**config.mk**
```make
export PLATFORM = sky130hd
export DESIGN_NAME = stopwatch_counter
export DESIGN_NICKNAME = d
export VERILOG_FILES = /design/src/rtl/stopwatch_counter.sv
export SDC_FILE = /design/constraint.sdc
export NUM_CORES = 1
export LEC_CHECK = 0
export CAP_MARGIN = 30
export CORE_AREA = 4 4 74 76
export CTS_BUF_LIST = sky130_fd_sc_hd__clkbuf_8
export CTS_CLUSTER_DIAMETER = 120
export DETAILED_ROUTE_END_ITERATION = 16
export DIE_AREA = 0 0 78 80
export DONT_BUFFER_PORTS = 1
export PLACE_DENSITY = 0.72
export SLEW_MARGIN = 10
export SYNTH_ARGS = -nofsm -noshare
export SYNTH_HDL_FRONTEND = slang
export SYNTH_SLANG_ARGS = --single-unit
```
**constraint.sdc**
```tcl
create_clock -name clk_i -period 1.75 [get_ports clk_i]
set_clock_uncertainty 0.05 [all_clocks]
set_input_delay 0.35 -clock clk_i [delete_from_list [all_inputs] [get_ports clk_i]]
set_output_delay 0.35 -clock clk_i [all_outputs]
set_load 0.05 [all_outputs]
```
**src/rtl/stopwatch_counter.sv**
```systemverilog
// Four-digit BCD stopwatch: prescaled tick counter with start/stop/clear edge
// control, 9999 saturation and leading-zero blanking for the display stage.

module stopwatch_digit (
  input  logic       clk_i,
  input  logic       rst_n_i,
  input  logic       clr,
  input  logic       inc,
  output logic [3:0] digit
);
  always_ff @(posedge clk_i or negedge rst_n_i) begin
    if (!rst_n_i)          digit <= 4'd0;
    else if (clr)          digit <= 4'd0;
    else if (inc)          digit <= (digit == 4'd9) ? 4'd0 : digit + 4'd1;
  end
endmodule

module stopwatch_counter #(
  parameter int TICK_DIV = 1000000
) (
  input  logic       clk_i,
  input  logic       rst_n_i,
  input  logic       start_i,
  input  logic       stop_i,
  input  logic       clear_i,
  output logic [3:0] data_0_o,
  output logic [3:0] data_1_o,
  output logic [3:0] data_2_o,
  output logic [3:0] data_3_o,
  output logic       en_0_o,
  output logic       en_1_o,
  output logic       en_2_o,
  output logic       en_3_o,
  output logic       running_o,
  output logic       overflow_o
);
  localparam int NUM_DIG = 4;
  localparam int PW = (TICK_DIV > 1) ? $clog2(TICK_DIV) : 1;
  localparam logic [PW-1:0] PMAX = PW'(TICK_DIV - 1);

  typedef enum logic [1:0] {S_IDLE, S_RUN, S_PAUSE, S_OVF} state_t;

  state_t  state, state_nxt;
  logic [PW-1:0] presc, presc_nxt;
  logic start_q, stop_q, clear_q;
  logic start_e, stop_e, clear_e;
  logic tick, bump, all_nine;
  logic running_q, overflow_q;

  // dig[0] is units, dig[3] thousands
  logic [NUM_DIG-1:0][3:0] dig;
  logic [NUM_DIG-1:0]      nine;
  logic [NUM_DIG-1:0]      inc;

  assign start_e = start_i & ~start_q;
  assign stop_e  = stop_i  & ~stop_q;
  assign clear_e = clear_i & ~clear_q;

  assign tick     = (state == S_RUN) && (presc == PMAX);
  assign all_nine = &nine;
  assign bump     = tick && !all_nine && !clear_e;

  genvar g;
  generate
    for (g = 0; g < NUM_DIG; g++) begin : g_dig
      assign nine[g] = (dig[g] == 4'd9);
      if (g == 0) begin : g_lsd
        assign inc[g] = bump;
      end else begin : g_upper
        assign inc[g] = inc[g-1] & nine[g-1];
      end
      stopwatch_digit u_digit (
        .clk_i   (clk_i),
        .rst_n_i (rst_n_i),
        .clr     (clear_e),
        .inc     (inc[g]),
        .digit   (dig[g])
      );
    end
  endgenerate

  always_ff @(posedge clk_i or negedge rst_n_i) begin
    if (!rst_n_i) begin
      state      <= S_IDLE;
      presc      <= '0;
      start_q    <= 1'b0;
      stop_q     <= 1'b0;
      clear_q    <= 1'b0;
      running_q  <= 1'b0;
      overflow_q <= 1'b0;
    end else begin
      state      <= state_nxt;
      presc      <= presc_nxt;
      start_q    <= start_i;
      stop_q     <= stop_i;
      clear_q    <= clear_i;
      running_q  <= (state_nxt == S_RUN);
      overflow_q <= (state_nxt == S_OVF);
    end
  end

  // Prescaler advances on every RUN edge, including the one that pauses,
  // so a resume continues the partial step where it left off.
  always_comb begin
    state_nxt = state;
    presc_nxt = presc;
    if (clear_e) begin
      state_nxt = S_IDLE;
      presc_nxt = '0;
    end else begin
      unique case (state)
        S_IDLE: if (start_e) begin
          state_nxt = S_RUN;
          presc_nxt = '0;
        end
        S_RUN: begin
          presc_nxt = tick ? '0 : presc + PW'(1);
          if (tick && all_nine) state_nxt = S_OVF;
          else if (stop_e)      state_nxt = S_PAUSE;
        end
        S_PAUSE: if (start_e) state_nxt = S_RUN;
        S_OVF:   state_nxt = S_OVF;
        default: state_nxt = S_IDLE;
      endcase
    end
  end

  assign data_0_o   = dig[3];
  assign data_1_o   = dig[2];
  assign data_2_o   = dig[1];
  assign data_3_o   = dig[0];
  assign en_0_o     = |dig[3];
  assign en_1_o     = |{dig[3], dig[2]};
  assign en_2_o     = |{dig[3], dig[2], dig[1]};
  assign en_3_o     = 1'b1;
  assign running_o  = running_q;
  assign overflow_o = overflow_q;
endmodule
```
==> Word level (Yosys, flattened, before mapping) <==
Index checks and enable logic that the tools add are counted.
{ "classes": {"n_mux": 21, "bitwise_logic": 9, "add_sub_neg": 5, "n_reduce_logical": 18, "n_eq_ne": 11} }
{ "ops": {"columns": ["cell", "count"], "rows": [
  ["$mux 20", 3],
  ["$mux 4", 12],
  ["$pmux 20 s2", 1],
  ["$add 20x1->20 const B", 1],
  ["$eq 20x20->1 const B", 1],
  ["$add 4x1->4 const B", 4],
  ["$eq 4x4->1 const B", 4],
  ["$reduce_or 12->1", 1],
  ["$mux 2", 4],
  ["$reduce_bool 2->1", 4],
  ["$reduce_or 8->1", 1],
  ["$and 1x1->1", 6],
  ["$eq 2x2->1 const B", 3],
  ["$pmux 2 s3", 1],
  ["$eq 2x1->1 const B", 2],
  ["$logic_and 1x1->1", 4],
  ["$reduce_and 4->1", 1],
  ["$reduce_or 4->1", 1],
  ["$ne 3x3->1 const B", 1],
  ["$not 1->1", 3],
  ["$reduce_bool 3->1", 1],
  ["$logic_not 1->1", 2],
  ["$logic_not 2->1", 1],
  ["$reduce_and 2->1", 1],
  ["$reduce_or 2->1", 1]
]} }
{ "totals": {"in_bits": 5, "regBits": 43, "wordCells": 75, "output_inout_bits": 22} }

==> Depth between registers and ports, before layout <==
{ "logic_depth": {"word_depth": 10, "depth_mapped": 7, "mapped_depth_nobuf": 7} }

==> Hierarchy <==
Synthesis repeated with hierarchy kept, for this count alone.
{ "unflattened": {"hier_cells": 271, "hier_area_um2": 2585.0} }
{ "by_module_without_submodules": {"columns": ["module", "n_inst", "cells_per_inst", "seq_area_each_um2", "area_per_inst_um2"], "rows": [
  ["stopwatch_counter", 1, 175, 675.6, 1634.1],
  ["stopwatch_digit", 4, 24, 100.1, 237.7]
]} }

==> Worst setup path after synthesis <==
No wires, ideal clock.
{ "synth_timing": {"kind": "register -> output", "startpoint": "register g_dig[2].u_digit.digit[0]", "endpoint": "output en_2_o", "arrival_ns": 2.394, "path_stages_with_launch": 5, "n_path_buf": 0, "slack_ns": -1.044, "cell_sequence": "dfrtp_1 -> inv_1 -> ha_1 -> nand4_1 -> or4b_2"} }
{ "synth_via": {"elab_chain_len": 1} }
{ "synth_lines": {"columns": ["element", "line", "source"], "rows": [
  ["from (decl)", "9", "output logic [3:0] digit"],
  ["from (signal assigned)", "14", "else if (inc) digit <= (digit == 4'd9) ? 4'd0 : digit + 4'd1;"],
  ["$reduce_or 12->1", "134", "assign en_2_o = |{dig[3], dig[2], dig[1]};"],
  ["to (decl)", "32", "output logic en_2_o,"]
]} }
Every way passes these cells.

==> Worst setup path after layout <==
Ends and elaborated chain as after synthesis.

==> impl_metrics.py <==
metrics = {
    "run_status": {
        "status": "finished with violations",
        "violations": "negative setup slack",
    },
    "floorplanning": {
        "initial_utilization_pct": 55.4,
        "dieHeight_microns": 80,
        "rows": 25,
        "core_area_sq_mm": 0.00472,
        "ios": 27,
        "dieArea_sq_mm": 0.00624,
        "fp.dieW_microns": 78,
    },
    "final_layout": {
        "multi_input_area_sq_mm": 0.00191,
        "syn2layout_area_growth_pct": 55.8,
        "fillCellCount": 207,
        "finalNonFillerCells": 439,
        "fin_nets": 388,
        "final_common_cell": "buf_4",
        "ff_latch_area_sq_mm": 0.00110,
        "final_cell_mix": "buf_4 (75), dfrtp_1 (26), dfrtp_2 (17)",
        "antenna_cells": 0,
        "layout-drive-gt1-share_pct": 55.1,
    },
    "sta": {
        "slew_headroom_pct": 52.8,
        "worstMarginPinSlew_ns": 0.700,
        "setup_viol": 42,
        "fmax_mhz": 468,
        "hold_slack_ns": 0.384,
        "post-route-period-util_pct": 122,
        "finalMaxSlewViolations": 0,
        "post-route-worst-setup-slack_ns": -0.385,
        "final.min_clock_period_ns": 2.13,
        "hold_viol": 0,
        "rsz0062_at_grt": "true",
    },
    "routing": {
        "wl_microns": 9950,
        "antenna_left": 0,
        "routed_via_density": 6.59,
        "firstDrtPassIters": 7,
        "drc": 0,
        "drtIter0Drc": 384,
        "num_vias": 2895,
        "wl_per_cell_microns": 22.7,
    },
    "yosys": {
        "ys.flop_type": "dfrtp_1",
        "yosys_warnings": 0,
        "ys_async_sr_fraction_pct": 100,
        "synth_seq_cells": 43,
        "synthesis.nets": 297,
        "syn-mean-instance-area_sq_um": 9.34,
        "synth.cell_area_sq_mm": 0.00262,
        "yosys.cell_types.count": 57,
        "synth_edf_count": 0,
        "synthCells": 280,
        "ys_seq_area_share_pct": 41.1,
    },
    "clocking": {
        "cts_tree": "yes",
        "clk_path_buf_depth": 2,
        "clkSinkCount": 43,
        "htreeDepth": 2,
        "insertion_delay_ns": 0.32,
        "cts-buffers-inserted": 5,
        "clk_pin_slew_ns": 0.09,
        "root_buffer": "clkbuf_8",
    },
    "worst_hold_path": {
        "min_from": "start_i",
        "min_path_type": "primary input to flip-flop",
    },
    "setup_path": {
        "crit_family": "simple AND/OR/NAND/NOR gates",
        "path_max_fanout": 2,
        "cpMaxStageDelayCell": "or4b_4",
        "startpoint": "g_dig[2].u_digit.digit[0]",
        "critPathCaptureType": "output port",
        "path_cells": "inv_2, ha_4, nand4_1, or4b_4",
        "arrival_ns": 1.73,
        "crit_type": "flip-flop to output port",
        "worstSetupStartpointType": "flip-flop",
        "r2r-start": "presc[8]",
        "cp_slowest_stage_delay_ns": 0.63,
        "cp_num_buf_inv": 1,
        "crit_required_ns": 1.35,
    },
    "placed_design": {
        "gp_congestion": 0.876,
        "placed_cells": 405,
        "portBuffers": 0,
        "place_hpwl_microns": 4950,
    },
    "power": {
        "seqPwrFrac_pct": 49.2,
        "cellPowerDensity_mw_per_mm2": 557,
        "pwr-share-clk_pct": 28.9,
        "p_int_mw": 1.53,
        "power_switching_share_pct": 32.7,
        "power.leakage_nw": 1.73,
        "share_comb_of_total_power_pct": 21.8,
        "p_sw_mw": 0.742,
        "peakVddDrop_v": 0.000496,
    },
    "global_route": {
        "grt.total_usage_pct": 26.4,
        "grt_pass1_wl_microns": 12800,
        "antenna_found_initial": 0,
        "grt-ovfl-total": 0,
        "grt_start_max_net_pins": 44,
        "grt_pass1_vias": 2549,
    },
    "flow_run": {
        "drv_cap": 0,
    },
}
## registers in the layout, summed over array words and instances, names as in the netlist
register and count:
presc 20, running_o 1, overflow_o 1, start_q 1, state 2, stop_q 1, g_dig.u_digit.digit 16, clear_q 1
## routing by layer
layer / track usage (%) / vias to the layer above / wire length [microns]
li1: - / 1210 / -
met1: 36.1 / 1427 / 3860
met2: 41.3 / 216 / 4790
met3: 5.87 / 42 / 903
met4: 9.09 / 0 / 393
met5: 0 / - / 0
## cell usage after synthesis (2+ instances only)
cell | instances | area, sq um
o31a_1 | 2 | 17.5
nor2_1 | 24 | 90.1
a211oi_1 | 8 | 60.1
nand4b_1 | 2 | 17.5
nor3_1 | 5 | 25.0
a41o_1 | 2 | 20.0
nor2b_1 | 4 | 25.0
nand3_1 | 10 | 50.1
nor4b_1 | 4 | 35.0
or3_1 | 5 | 31.3
o2bb2ai_1 | 4 | 35.0
a2111oi_2 | 2 | 30.0
inv_1 | 14 | 52.6
nand4_1 | 9 | 56.3
and3_1 | 4 | 25.0
buf_2 | 4 | 20.0
o21ai_0 | 10 | 50.1
nand2b_1 | 5 | 31.3
nand3b_1 | 2 | 15.0
dfrtp_1 | 43 | 1080
xnor2_1 | 11 | 96.3
clkbuf_1 | 7 | 26.3
o311ai_1 | 2 | 17.5
a31oi_1 | 7 | 43.8
or4_1 | 2 | 15.0
a2111oi_0 | 2 | 17.5
or2_1 | 3 | 18.8
a21oi_1 | 12 | 60.1
and3b_1 | 5 | 43.8
ha_1 | 12 | 150
nor4_2 | 2 | 25.0
nand2_1 | 20 | 75.1
and4b_1 | 2 | 20.0
and2_1 | 3 | 18.8
a21o_1 | 2 | 15.0
or4b_1 | 2 | 20.0
xor2_1 | 3 | 26.3
## what timing repair did
item                                    in CTS  in global routing
cloned                                       0                  2
endpoints found under the setup margin      41                 42
setup buffers                               13                 10
hold buffers                                 2                  3
resized for setup                           40                 70
hold endpoints to repair                    43                  3
pin swaps                                   22                 36
## path summary, 6_finish.rpt
path                                             endpoint  slack (ns)  cells past startpoint
max in group asynchronous                        presc[6]        0.92                      2
min in group asynchronous       g_dig[3].u_digit.digit[2]        0.49                      2
worst max register to register  g_dig[1].u_digit.digit[0]       -0.27                      5
worst min-delay path                             state[1]        0.38                      3
worst min register to register  g_dig[1].u_digit.digit[3]        0.51                      1
worst max-delay path                               en_2_o       -0.38                      4
## power by group through the flow
stage	registers, mW	clock network [mW]	logic (mW)
detailed placement	1.13	0	0.317
CTS	1.11	0.647	0.375
global placement	1.13	0	0.303
finish	1.12	0.656	0.495
floorplan	1.13	0	0.188
global route	1.12	0.709	0.530
## layout make-up
cell class | instances | share of cell area (%)
clock inverters | 3 | 0.368
inverters | 14 | 1.29
well taps | 67 | 2.06
flip-flops and latches | 43 | 26.9
clock buffers | 5 | 1.69
multi-input cells | 210 | 47.0
repair buffers | 97 | 20.7
## worst register-to-register path: cells and delay by family (launching register included)
kind / cells / cell delay, ns
simple gates: 3 / 0.92
compound gates: 2 / 0.53
flops: 1 / 0.44
## stage by stage
| stage | setup TNS [ns] | area, sq um | power [mW] | utilization [%] | worst slack (ns) |
|---|---|---|---|---|---|
| 3_5_place_dp | -2.07 | 3270 | 1.44 | 69.3 | -0.193 |
| 6_report | -7.22 | 4080 | 2.27 | 86.3 | -0.385 |
| 2_1_floorplan | -1.86 | 2750 | 1.31 | - | -0.725 |
| 4_1_cts | -1.84 | 3640 | 2.13 | 77.1 | -0.345 |
| 5_1_grt | -9.41 | 4080 | 2.36 | 86.3 | -0.436 |
| 3_3_place_gp | -1.28 | 3270 | 1.43 | 69.3 | -0.127 |
## logic make-up after synthesis
kind of cell    share of synthesized area [%]
compound gates                           16.5
xor+xnor                                 4.69
fa+ha+maj                                5.74
buf+inv                                  4.50
flops                                    41.1
mux                                     0.383
other cells                             0.143
simple gates                             26.9
Note: power is estimated with default switching activity, not from simulation.
